[src/rtl/nibble_add_pkg.sv]
// Purpose : shared constants, FSM state type and index-width helper for the nibble-serial adder.
// Latency : n/a (declarations only).
// Backpressure: n/a.
package nibble_add_pkg;

    localparam int NIBBLE_W = 4;

    typedef enum logic [1:0] {
        ST_IDLE = 2'd0,
        ST_RUN  = 2'd1,
        ST_DONE = 2'd2
    } state_t;

    // Width of the nibble index counter; never narrower than one bit.
    function automatic int idx_w(input int nibbles);
        return (nibbles > 1) ? $clog2(nibbles) : 1;
    endfunction

endpackage

[src/rtl/nibble_serial_add_ctrl_if.sv]
// Purpose : request/result bundle between a requester and nibble_serial_add_ctrl.
// Latency : n/a (wires only). Optional SignedOverflow exists when SIGNED_OVF_EN is defined.
// Backpressure: Start/Done handshake; Start is ignored while Busy is high.
//   master (requester): drives Start, A, B; observes Busy, Done, Sum, CarryOut.
//   slave  (adder)    : the reverse.
interface nibble_serial_add_ctrl_if #(
    parameter int WIDTH = 16
);
    logic             Start;
    logic [WIDTH-1:0] A;
    logic [WIDTH-1:0] B;
    logic             Busy;
    logic             Done;
    logic [WIDTH-1:0] Sum;
    logic             CarryOut;
`ifdef SIGNED_OVF_EN
    logic             SignedOverflow;

    modport master (output Start, A, B,
                    input  Busy, Done, Sum, CarryOut, SignedOverflow);
    modport slave  (input  Start, A, B,
                    output Busy, Done, Sum, CarryOut, SignedOverflow);
`else
    modport master (output Start, A, B,
                    input  Busy, Done, Sum, CarryOut);
    modport slave  (input  Start, A, B,
                    output Busy, Done, Sum, CarryOut);
`endif
endinterface

[src/rtl/nibble_serial_add_ctrl_slice.sv]
// Purpose : combinational 4-bit adder slice with carry-in (a, b, cin -> s, cout).
// Latency : zero cycles, purely combinational.
// Backpressure: none.
module nibble_add_slice
    import nibble_add_pkg::*;
(
    input  logic [NIBBLE_W-1:0] a,
    input  logic [NIBBLE_W-1:0] b,
    input  logic                cin,
    output logic [NIBBLE_W-1:0] s,
    output logic                cout
);

    logic [NIBBLE_W:0] total;

    assign total = {1'b0, a} + {1'b0, b} + {{NIBBLE_W{1'b0}}, cin};
    assign s     = total[NIBBLE_W-1:0];
    assign cout  = total[NIBBLE_W];

endmodule

[src/rtl/nibble_serial_add_ctrl.sv]
// Purpose : adds two WIDTH-bit operands through one shared 4-bit slice, LSB nibble first.
// Latency : Done pulses WIDTH/4 cycles after the accepting edge; one op per WIDTH/4+2 cycles.
// Backpressure: Start is sampled only in IDLE; requests while Busy are dropped, not queued.
// Ports   : Clk, Reset (sync, active-high), bus (slave modport: Start/A/B in,
//           Busy/Done/Sum/CarryOut out). Defining SIGNED_OVF_EN adds bus.SignedOverflow.
module nibble_serial_add_ctrl
    import nibble_add_pkg::*;
#(
    parameter int WIDTH = 16    // multiple of 4, at least 8
) (
    input  logic                     Clk,
    input  logic                     Reset,
    nibble_serial_add_ctrl_if.slave  bus
);

    localparam int            NIBBLES  = WIDTH / NIBBLE_W;
    localparam int            IW       = idx_w(NIBBLES);
    localparam logic [IW-1:0] LAST_IDX = IW'(NIBBLES - 1);

    state_t              state_q, state_d;
    logic [WIDTH-1:0]    a_sh, b_sh;     // operands, shifted down one nibble per RUN cycle
    logic [WIDTH-1:0]    acc;
    logic [WIDTH-1:0]    sum_q;
    logic                carry_q;
    logic                cout_q;
    logic [IW-1:0]       idx_q;
    logic [NIBBLE_W-1:0] slice_s;
    logic                slice_c;
    logic                accept;
    logic                last;
    logic                busy;
    logic                done;

    // The low nibble of each shift register is always the nibble at idx_q.
    nibble_add_slice u_slice (
        .a    (a_sh[NIBBLE_W-1:0]),
        .b    (b_sh[NIBBLE_W-1:0]),
        .cin  (carry_q),
        .s    (slice_s),
        .cout (slice_c)
    );

    always_ff @(posedge Clk) begin
        if (Reset) begin
            state_q <= ST_IDLE;
        end else begin
            state_q <= state_d;
        end
    end

    always_comb begin
        state_d = state_q;
        accept  = 1'b0;
        last    = 1'b0;
        busy    = 1'b0;
        done    = 1'b0;
        case (state_q)
            ST_IDLE: begin
                if (bus.Start) begin
                    accept  = 1'b1;
                    state_d = ST_RUN;
                end
            end
            ST_RUN: begin
                busy = 1'b1;
                if (idx_q == LAST_IDX) begin
                    last    = 1'b1;
                    state_d = ST_DONE;
                end
            end
            ST_DONE: begin
                busy    = 1'b1;
                done    = 1'b1;
                state_d = ST_IDLE;
            end
            default: state_d = ST_IDLE;
        endcase
    end

`ifdef SIGNED_OVF_EN
    logic ovf_q;

    always_ff @(posedge Clk) begin
        if (Reset) begin
            ovf_q <= 1'b0;
        end else if (last) begin
            // Shift registers now hold the MSB nibble of each operand.
            ovf_q <= (a_sh[NIBBLE_W-1] == b_sh[NIBBLE_W-1]) &&
                     (slice_s[NIBBLE_W-1] != a_sh[NIBBLE_W-1]);
        end
    end

    assign bus.SignedOverflow = ovf_q;
`endif

    always_ff @(posedge Clk) begin
        if (Reset) begin
            a_sh    <= '0;
            b_sh    <= '0;
            acc     <= '0;
            sum_q   <= '0;
            carry_q <= 1'b0;
            cout_q  <= 1'b0;
            idx_q   <= '0;
        end else if (accept) begin
            a_sh    <= bus.A;
            b_sh    <= bus.B;
            acc     <= '0;
            carry_q <= 1'b0;
            idx_q   <= '0;
        end else if (state_q == ST_RUN) begin
            a_sh    <= a_sh >> NIBBLE_W;
            b_sh    <= b_sh >> NIBBLE_W;
            acc[idx_q*NIBBLE_W +: NIBBLE_W] <= slice_s;
            carry_q <= slice_c;
            idx_q   <= idx_q + 1'b1;
            if (last) begin
                // acc has not yet absorbed the final nibble, so splice it in here.
                sum_q  <= {slice_s, acc[WIDTH-NIBBLE_W-1:0]};
                cout_q <= slice_c;
            end
        end
    end

    assign bus.Busy     = busy;
    assign bus.Done     = done;
    assign bus.Sum      = sum_q;
    assign bus.CarryOut = cout_q;

endmodule
[src/flat_wrapper.sv]
// flat-port wrapper written by rule: the top's interface ports become plain ports
module nibble_serial_add_ctrl_flat import nibble_add_pkg::*;
#(
    parameter int WIDTH = 16                                
)
  (Clk, Reset, bus_Start, bus_A, bus_B, bus_Busy, bus_Done, bus_Sum, bus_CarryOut);
  nibble_serial_add_ctrl_if #(.WIDTH(WIDTH)) bus_i ();
  input  logic Clk;
  input  logic Reset;
  input wire logic [$bits(bus_i.Start)-1:0] bus_Start;
  input wire logic [$bits(bus_i.A)-1:0] bus_A;
  input wire logic [$bits(bus_i.B)-1:0] bus_B;
  output wire logic [$bits(bus_i.Busy)-1:0] bus_Busy;
  output wire logic [$bits(bus_i.Done)-1:0] bus_Done;
  output wire logic [$bits(bus_i.Sum)-1:0] bus_Sum;
  output wire logic [$bits(bus_i.CarryOut)-1:0] bus_CarryOut;
  assign bus_i.Start = bus_Start;
  assign bus_i.A = bus_A;
  assign bus_i.B = bus_B;
  assign bus_Busy = bus_i.Busy;
  assign bus_Done = bus_i.Done;
  assign bus_Sum = bus_i.Sum;
  assign bus_CarryOut = bus_i.CarryOut;
  nibble_serial_add_ctrl #(.WIDTH(WIDTH)) u_core (.Clk(Clk), .Reset(Reset), .bus(bus_i));
endmodule
[config.mk]
export PLATFORM = sky130hd
export DESIGN_NAME = nibble_serial_add_ctrl_flat
export DESIGN_NICKNAME = d
export VERILOG_FILES = /design/src/rtl/nibble_add_pkg.sv /design/src/rtl/nibble_serial_add_ctrl_if.sv /design/src/rtl/nibble_serial_add_ctrl_slice.sv /design/src/rtl/nibble_serial_add_ctrl.sv /design/src/flat_wrapper.sv
export SDC_FILE = /design/constraint.sdc
export NUM_CORES = 1
export LEC_CHECK = 0
export CORE_MARGIN = 4
export CORE_UTILIZATION = 54
export CTS_BUF_LIST = sky130_fd_sc_hd__clkbuf_2 sky130_fd_sc_hd__clkbuf_4 sky130_fd_sc_hd__clkbuf_8
export CTS_CLUSTER_SIZE = 24
export DETAILED_ROUTE_END_ITERATION = 10
export HOLD_SLACK_MARGIN = 0.12
export PLACE_DENSITY_LB_ADDON = 0.2
export SYNTH_ARGS = -nofsm -noshare
export SYNTH_HDL_FRONTEND = slang
export SYNTH_SLANG_ARGS = --single-unit
[constraint.sdc]
create_clock -name Clk -period 2.57 [get_ports Clk]
set_input_delay 0.514 -clock Clk [delete_from_list [all_inputs] [get_ports Clk]]
set_output_delay 0.514 -clock Clk [all_outputs]
set_load 0.05 [all_outputs]
==> impl_metrics.yaml <==
floorplanning:
  coreArea_mm2: 0.00517
  start_util: 0.566
  pin_count: 54
  die_w_um: 81.7
  rows: 26
  die-area_mm2: 0.00667
  chipHeight_um: 81.7
logic_synthesis:
  ys_warn_count: 0
  synth_edf_count: 0
  synth.distinct_cells: 36
  synth_top_family_by_area: "simple AND/OR/NAND/NOR gates"
  synth-adder-area-share: 0.0649
  muxShareOfSynthArea: 0.0854
  synth_simple_gate_area_frac: 0.181
  netlist_instances: 330
  seq_area_frac_synth: 0.451
  syn_area_per_cell_um2: 8.88
  synth-seq-cells: 66
  synth-compound-area-share: 0.161
  syn-cell-area_mm2: 0.00293
  synth.net_count: 379
  async_reset_ff_frac: 0
  synth_xor_area_frac: 0.00598
  synthFlopType: "dfxtp_1"
cts:
  clock_path_buffers: 2
  cts.clk_slew.worst_paths_ps: 70
  cts-root-buf: "clkbuf_8"
  cts_made_buffers: 9
  clk_latency_ps: 340
  cts_setup_buffers: 0
  htree_levels: 3
  clock-sinks: 66
  cts_tree: "built"
  cts.repair.resized: 0
  postCtsHoldBufs: 0
drt:
  drt_iter0_drc: 142
  viasPerCell: 5.37
  antenna_left: 0
  wl_per_cell_um: 13.5
  via_count: 2411
  drt_wl_total_mm: 6.08
  drc: 0
  first_pass_iters: 4
finish:
  area_growth_pct: 26.1
  layout.nets: 423
  multiInputGateArea_mm2: 0.00146
  nFillCells: 419
  layoutNonFillerInstCount: 449
  fin_util: 0.714
  drive_above_1_share: 0.0607
  register_area_mm2: 0.00132
  diodes: 0
run_status:
  status: "finished clean"
global_routing:
  grt_pass1_wl_mm: 9.98
  grt_max_degree: 57
  gr-total-overflow: 0
  antenna_found_initial: 0
  grt_pass1_vias: 2293
  grt_usage: 0.195
worst_setup_path:
  crit_arrival_ps: 1870
  cp_top_family: "buffers and inverters"
  slowest_delay_ps: 790
  worstSetupEndpoint: "bus_Busy"
  critPathKind: "reg2out"
  startpoint_type: "register"
  crit_chain: "inv_1, ha_1, clkdlybuf4s50_1"
  crit_cells: 3
  timing.rr.start: "u_core.idx_q[0]$_SDFFE_PP0P_"
  startpoint: "u_core.state_q[0]$_SDFFE_PP0P_"
  cp_slowest_cell: "clkdlybuf4s50_1"
  rr_endpoint: "u_core.acc[7]$_SDFFE_PP0P_"
  ff2ff_path_depth: 5
  cp.required_ps: 2060
  end_kind: "output port"
  crit_fanout: 4
  crit_buf_inv: 2
  regToRegSetupSlack_ps: 540
timing:
  slew_violations: 0
  min_period_over_period: 0.927
  setup_tns_ps: 0
  worst_pin_slew_ps: 659
  rsz0062_at_grt: "false"
  setup_viol: 0
  relSlewSlack: 0.561
  finalHoldViolCount: 0
  fin_ws_ps: 189
  finalClockSkew_ps: 6.74
  timing.fmax_mhz: 420
  finalCriticalPeriod_ps: 2380
placement:
  dpl.hpwl_mm: 4.17
  dp.cells: 433
  dp_slack_ps: 566
  io_buffer_count: 53
  gp_congestion: 0.829
power:
  p_total_mw: 2.61
  p_leak_nw: 1.32
  p_per_area_mw_per_mm2: 707
  ir_drop_mv: 0.382
run:
  drv_cap: 0
min_path:
  hold_path.class: "in2reg"
-- cell type report --
type	count	share of cell area
Clock inverter	6	0.0284
Timing Repair Buffer	56	0.148
Sequential cell	66	0.358
Tap cell	70	0.0237
Inverter	11	0.0112
Multi-Input combinational cell	230	0.395
Clock buffer	10	0.0356
-- flip-flops by register name, indices dropped and copies added (netlist names) --
signal / count
u_core.b_sh: 16
u_core.a_sh: 16
u_core.state_q: 2
u_core.carry_q: 1
u_core.bus.Sum: 16
u_core.idx_q: 2
u_core.bus.CarryOut: 1
u_core.acc: 12
-- cells by family after synthesis --
kind of cell	count (synthesis)
simple gates	117
compound gates	72
flops	66
buf+inv	34
mux	25
fa+ha+maj	14
xor+xnor	2
-- metal layers --
| layer | wire, µm | up-vias | track usage |
|---|---|---|---|
| li1 | - | 1241 | - |
| met1 | 2600 | 1081 | 0.220 |
| met2 | 3040 | 72 | 0.344 |
| met3 | 294 | 17 | 0.0351 |
| met4 | 142 | 0 | 0.110 |
| met5 | 0 | - | 0 |
-- synth_stat cells, types with 3 or more instances --
cell type	instances	area, µm²
a31oi_1	3	18.8
mux2i_1	25	250
a211oi_1	26	195
nor2_1	32	120
a21oi_1	30	150
a32oi_1	3	26.3
ha_1	12	150
o2111ai_1	3	26.3
buf_1	3	11.3
inv_1	10	37.5
buf_2	6	30.0
nand3_1	16	80.1
dfxtp_1	66	1320
nand2b_1	3	18.8
and2_1	4	25.0
nand2_1	50	188
clkbuf_1	11	41.3
-- layout by cell type, fill, tap and decap left out, drive strengths merged, types with 10 or more instances in the layout --
master / count
a211oi: 26
a21oi: 30
clkbuf: 10
clkdlybuf4s50: 52
dfxtp: 66
ha: 12
inv: 11
mux2i: 25
nand2: 50
nand3: 16
nor2: 32
-- stage by stage --
step	cell area (µm²)	hold slack, ps
floorplan	2930	432
global placement	3460	440
detailed placement	3460	445
CTS	3690	400
global route	3690	438
finish	3690	399
-- worst min path at each step --
stage                                              start                                to  depth (start not counted)
after floorplan              u_core.acc[10]$_SDFFE_PP0P_   u_core.bus.Sum[10]$_SDFFE_PP0P_                          2
after global placement        u_core.acc[7]$_SDFFE_PP0P_    u_core.bus.Sum[7]$_SDFFE_PP0P_                          2
after detailed placement  u_core.bus.Sum[8]$_SDFFE_PP0P_    u_core.bus.Sum[8]$_SDFFE_PP0P_                          2
after CTS                                          Reset  u_core.bus.CarryOut$_SDFFE_PP0P_                          2
after global routing                               Reset  u_core.bus.CarryOut$_SDFFE_PP0P_                          2
final                                              Reset  u_core.bus.CarryOut$_SDFFE_PP0P_                          2
-- worst register-to-register path, delay by kind of cell, from the launching register on --
family                     cells  cell delay [ps]
adders and majority gates      1              350
buffers and inverters          1              140
DFF                            1              490
AOI/OAI and AO/OA              1              160
and+or+nand+nor                2              820
-- report_power, final --
group          internal, mW  switching (mW)  total, mW
Sequential             1.09          0.0420       1.13
Clock                 0.650           0.384       1.03
Combinational         0.194           0.251      0.445
Note: power is estimated with default switching activity, not from simulation.
==> edit, RTL diff (config.mk and constraints unchanged) <==
The 3 states of `state_t` get a one-hot encoding in 3 bits.
--- a/src/rtl/nibble_add_pkg.sv
+++ b/src/rtl/nibble_add_pkg.sv
@@ -5,10 +5,10 @@
 
     localparam int NIBBLE_W = 4;
 
-    typedef enum logic [1:0] {
-        ST_IDLE = 2'd0,
-        ST_RUN  = 2'd1,
-        ST_DONE = 2'd2
+    typedef enum logic [2:0] {
+        ST_IDLE = 3'b001,
+        ST_RUN  = 3'b010,
+        ST_DONE = 3'b100
     } state_t;
 
     // Width of the nibble index counter; never narrower than one bit.
Behaviour: no difference found for any inputs over 4 cycles, from zero or initial values and one cycle with Reset high; so few cycles prove little.
==> edit against the original RTL <==
Combinational power fell by 41%; synthesized cell count fell by 4.5%; synthesized area fell by 3.0%; total power fell by 14%; sequential cell count rose by 1; cell area fell by 1.5%; setup slack improved by 0.15 ns; hold slack improved by 0.054 ns; wire length rose by 0.77%; die area fell by 2.7%; critical endpoint unchanged; largest cell class unchanged; largest power group unchanged.
==> edit: results <==
export IMPL_status="finished, final reports clean"
export IMPL_grt_pass1_vias=2262
export IMPL_synth_area_top_cells="dfxtp_1 47%, a22oi_1 6.9%, nor2_1 6.1%, a2bb2oi_1 5.9%, nand2_1 5.2%"
export IMPL_path_clk_slew_ns=0.06
export IMPL_place_gp_congestion=0.797
export IMPL_synth_compound_area_share_pct=21.1
export IMPL_async_reset_ff_share_pct=0
export IMPL_synth_adder_area_share_pct=4.93
export IMPL_synth_edff_count=0
export IMPL_nNetsFinal=410
export IMPL_seq_area_frac_synth_pct=47.2
export IMPL_critPathMaxStageDelay_ns=0.57
export IMPL_drt_wl_total_um=6120
export IMPL_cts_root_buf="clkbuf_8"
export IMPL_grtUsageTotal_pct=20.5
export IMPL_cts_setup_buffers=0
export IMPL_ys_warnings_count=0
export IMPL_grt_pass1_wl_um=10300
export IMPL_post_dp_cell_area_sq_um=3440
export IMPL_grt_max_degree=26
export IMPL_numCtsBuffers=9
export IMPL_vias_per_cell=5.52
export IMPL_dp_final_hpwl_um=4440
export IMPL_setup_viol=0
export IMPL_synth_cell_types=36
export IMPL_leakage_nw=1.36
export IMPL_slew_headroom_pct=35.6
export IMPL_worstPathMaxFanout=15
export IMPL_yosys_area_share_xor_xnor_pct=0.617
export IMPL_cp_arrival_ns=1.72
export IMPL_io_buffer_count=53
export IMPL_synthesis_nets=360
export IMPL_min_path_type="reg2reg"
export IMPL_cpMaxStageDelayCell="nor3b_4"
export IMPL_drtIter0Drc=118
export IMPL_clock_skew_ns=0.00746
export IMPL_vdd_drop_max_mv=0.348
export IMPL_synthMuxAreaShare_pct=2.11
export IMPL_drive_gt1_share_pct=9.73
export IMPL_synth_commonest_cells="67 x dfxtp_1, 46 x nor2_1, 39 x nand2_1"
[edit: changes by cell type in the layout (fill, tap and decap cells not counted), sizes merged, moves of 4 or more]
cell,delta
buf,+7
mux2i,-19
a2bb2oi,+19
a211oi,-15
ha,-4
nand4,+4
a22oi,+26
inv,-4
nor2,+14
nand3,-13
nand2,-11
clkbuf,+4
[edit: final cells by class]
cell class                 count  area (sq um)
tap                           70          87.6
timing repair buffer          62           606
fill                         429          1470
multi-input combinational    218          1380
inverter                       7          26.3
clock inverter                 2          35.0
clock buffer                  14           168
sequential                    67          1340
[edit: report_power, final]
group	internal [mW]	switching, mW	leakage [nW]
Combinational	0.133	0.131	0.709
Sequential	1.08	0.0282	0.545
Clock	0.517	0.368	0.108
[edit: final timing paths]
path	start	end	slack, ns	cells past startpoint
worst max register to register	u_core.idx_q[0]	u_core.acc[3]	0.48	5
worst max-delay path	u_core.state_q[1]	bus_Busy	0.34	3
worst min-delay path	u_core.bus.Sum[5]	u_core.bus.Sum[5]	0.45	2
worst min register to register	u_core.bus.Sum[5]	u_core.bus.Sum[5]	0.45	2
[edit: worst max-delay path: cells and delay by family (launching register included)]
| kind | cells | cell delay, ns |
|---|---|---|
| AND/OR/NAND/NOR | 2 | 0.81 |
| flip-flops | 1 | 0.43 |
| buffers and inverters | 1 | 0.13 |
[edit: stage by stage]
step / cells / utilization [%] / power [mW] / hold slack, ns / setup slack [ns]
2_1_floorplan: 315 / - / 1.29 / 0.430 / 0.280
3_3_place_gp: 424 / 67.3 / 1.39 / 0.438 / 0.251
3_5_place_dp: 424 / 67.3 / 1.39 / 0.445 / 0.234
4_1_cts: 440 / 71.3 / 2.27 / 0.454 / 0.323
5_1_grt: 440 / 71.3 / 2.35 / 0.470 / 0.219
6_report: 440 / 71.3 / 2.26 / 0.453 / 0.339
[edit: layer usage]
layer / global-route usage (%) / wire length (um) / share of wire [%] / vias up
li1: - / - / - / 1216
met1: 23.3 / 2500 / 41 / 1134
met2: 35.9 / 3170 / 52 / 61
met3: 3.92 / 284 / 4.6 / 16
met4: 11.3 / 168 / 2.7 / 0
met5: 0 / 0 / 0 / -
[edit: logic make-up (layout without fill, tap and decap cells)]
logic type	count (synthesis)	in the layout
and+or+nand+nor	115	115
AOI/OAI and AO/OA	85	85
DFF	67	67
buffers and inverters	30	85
adders and majority gates	10	10
muxes	6	6
xor gates and xnor gates	2	2
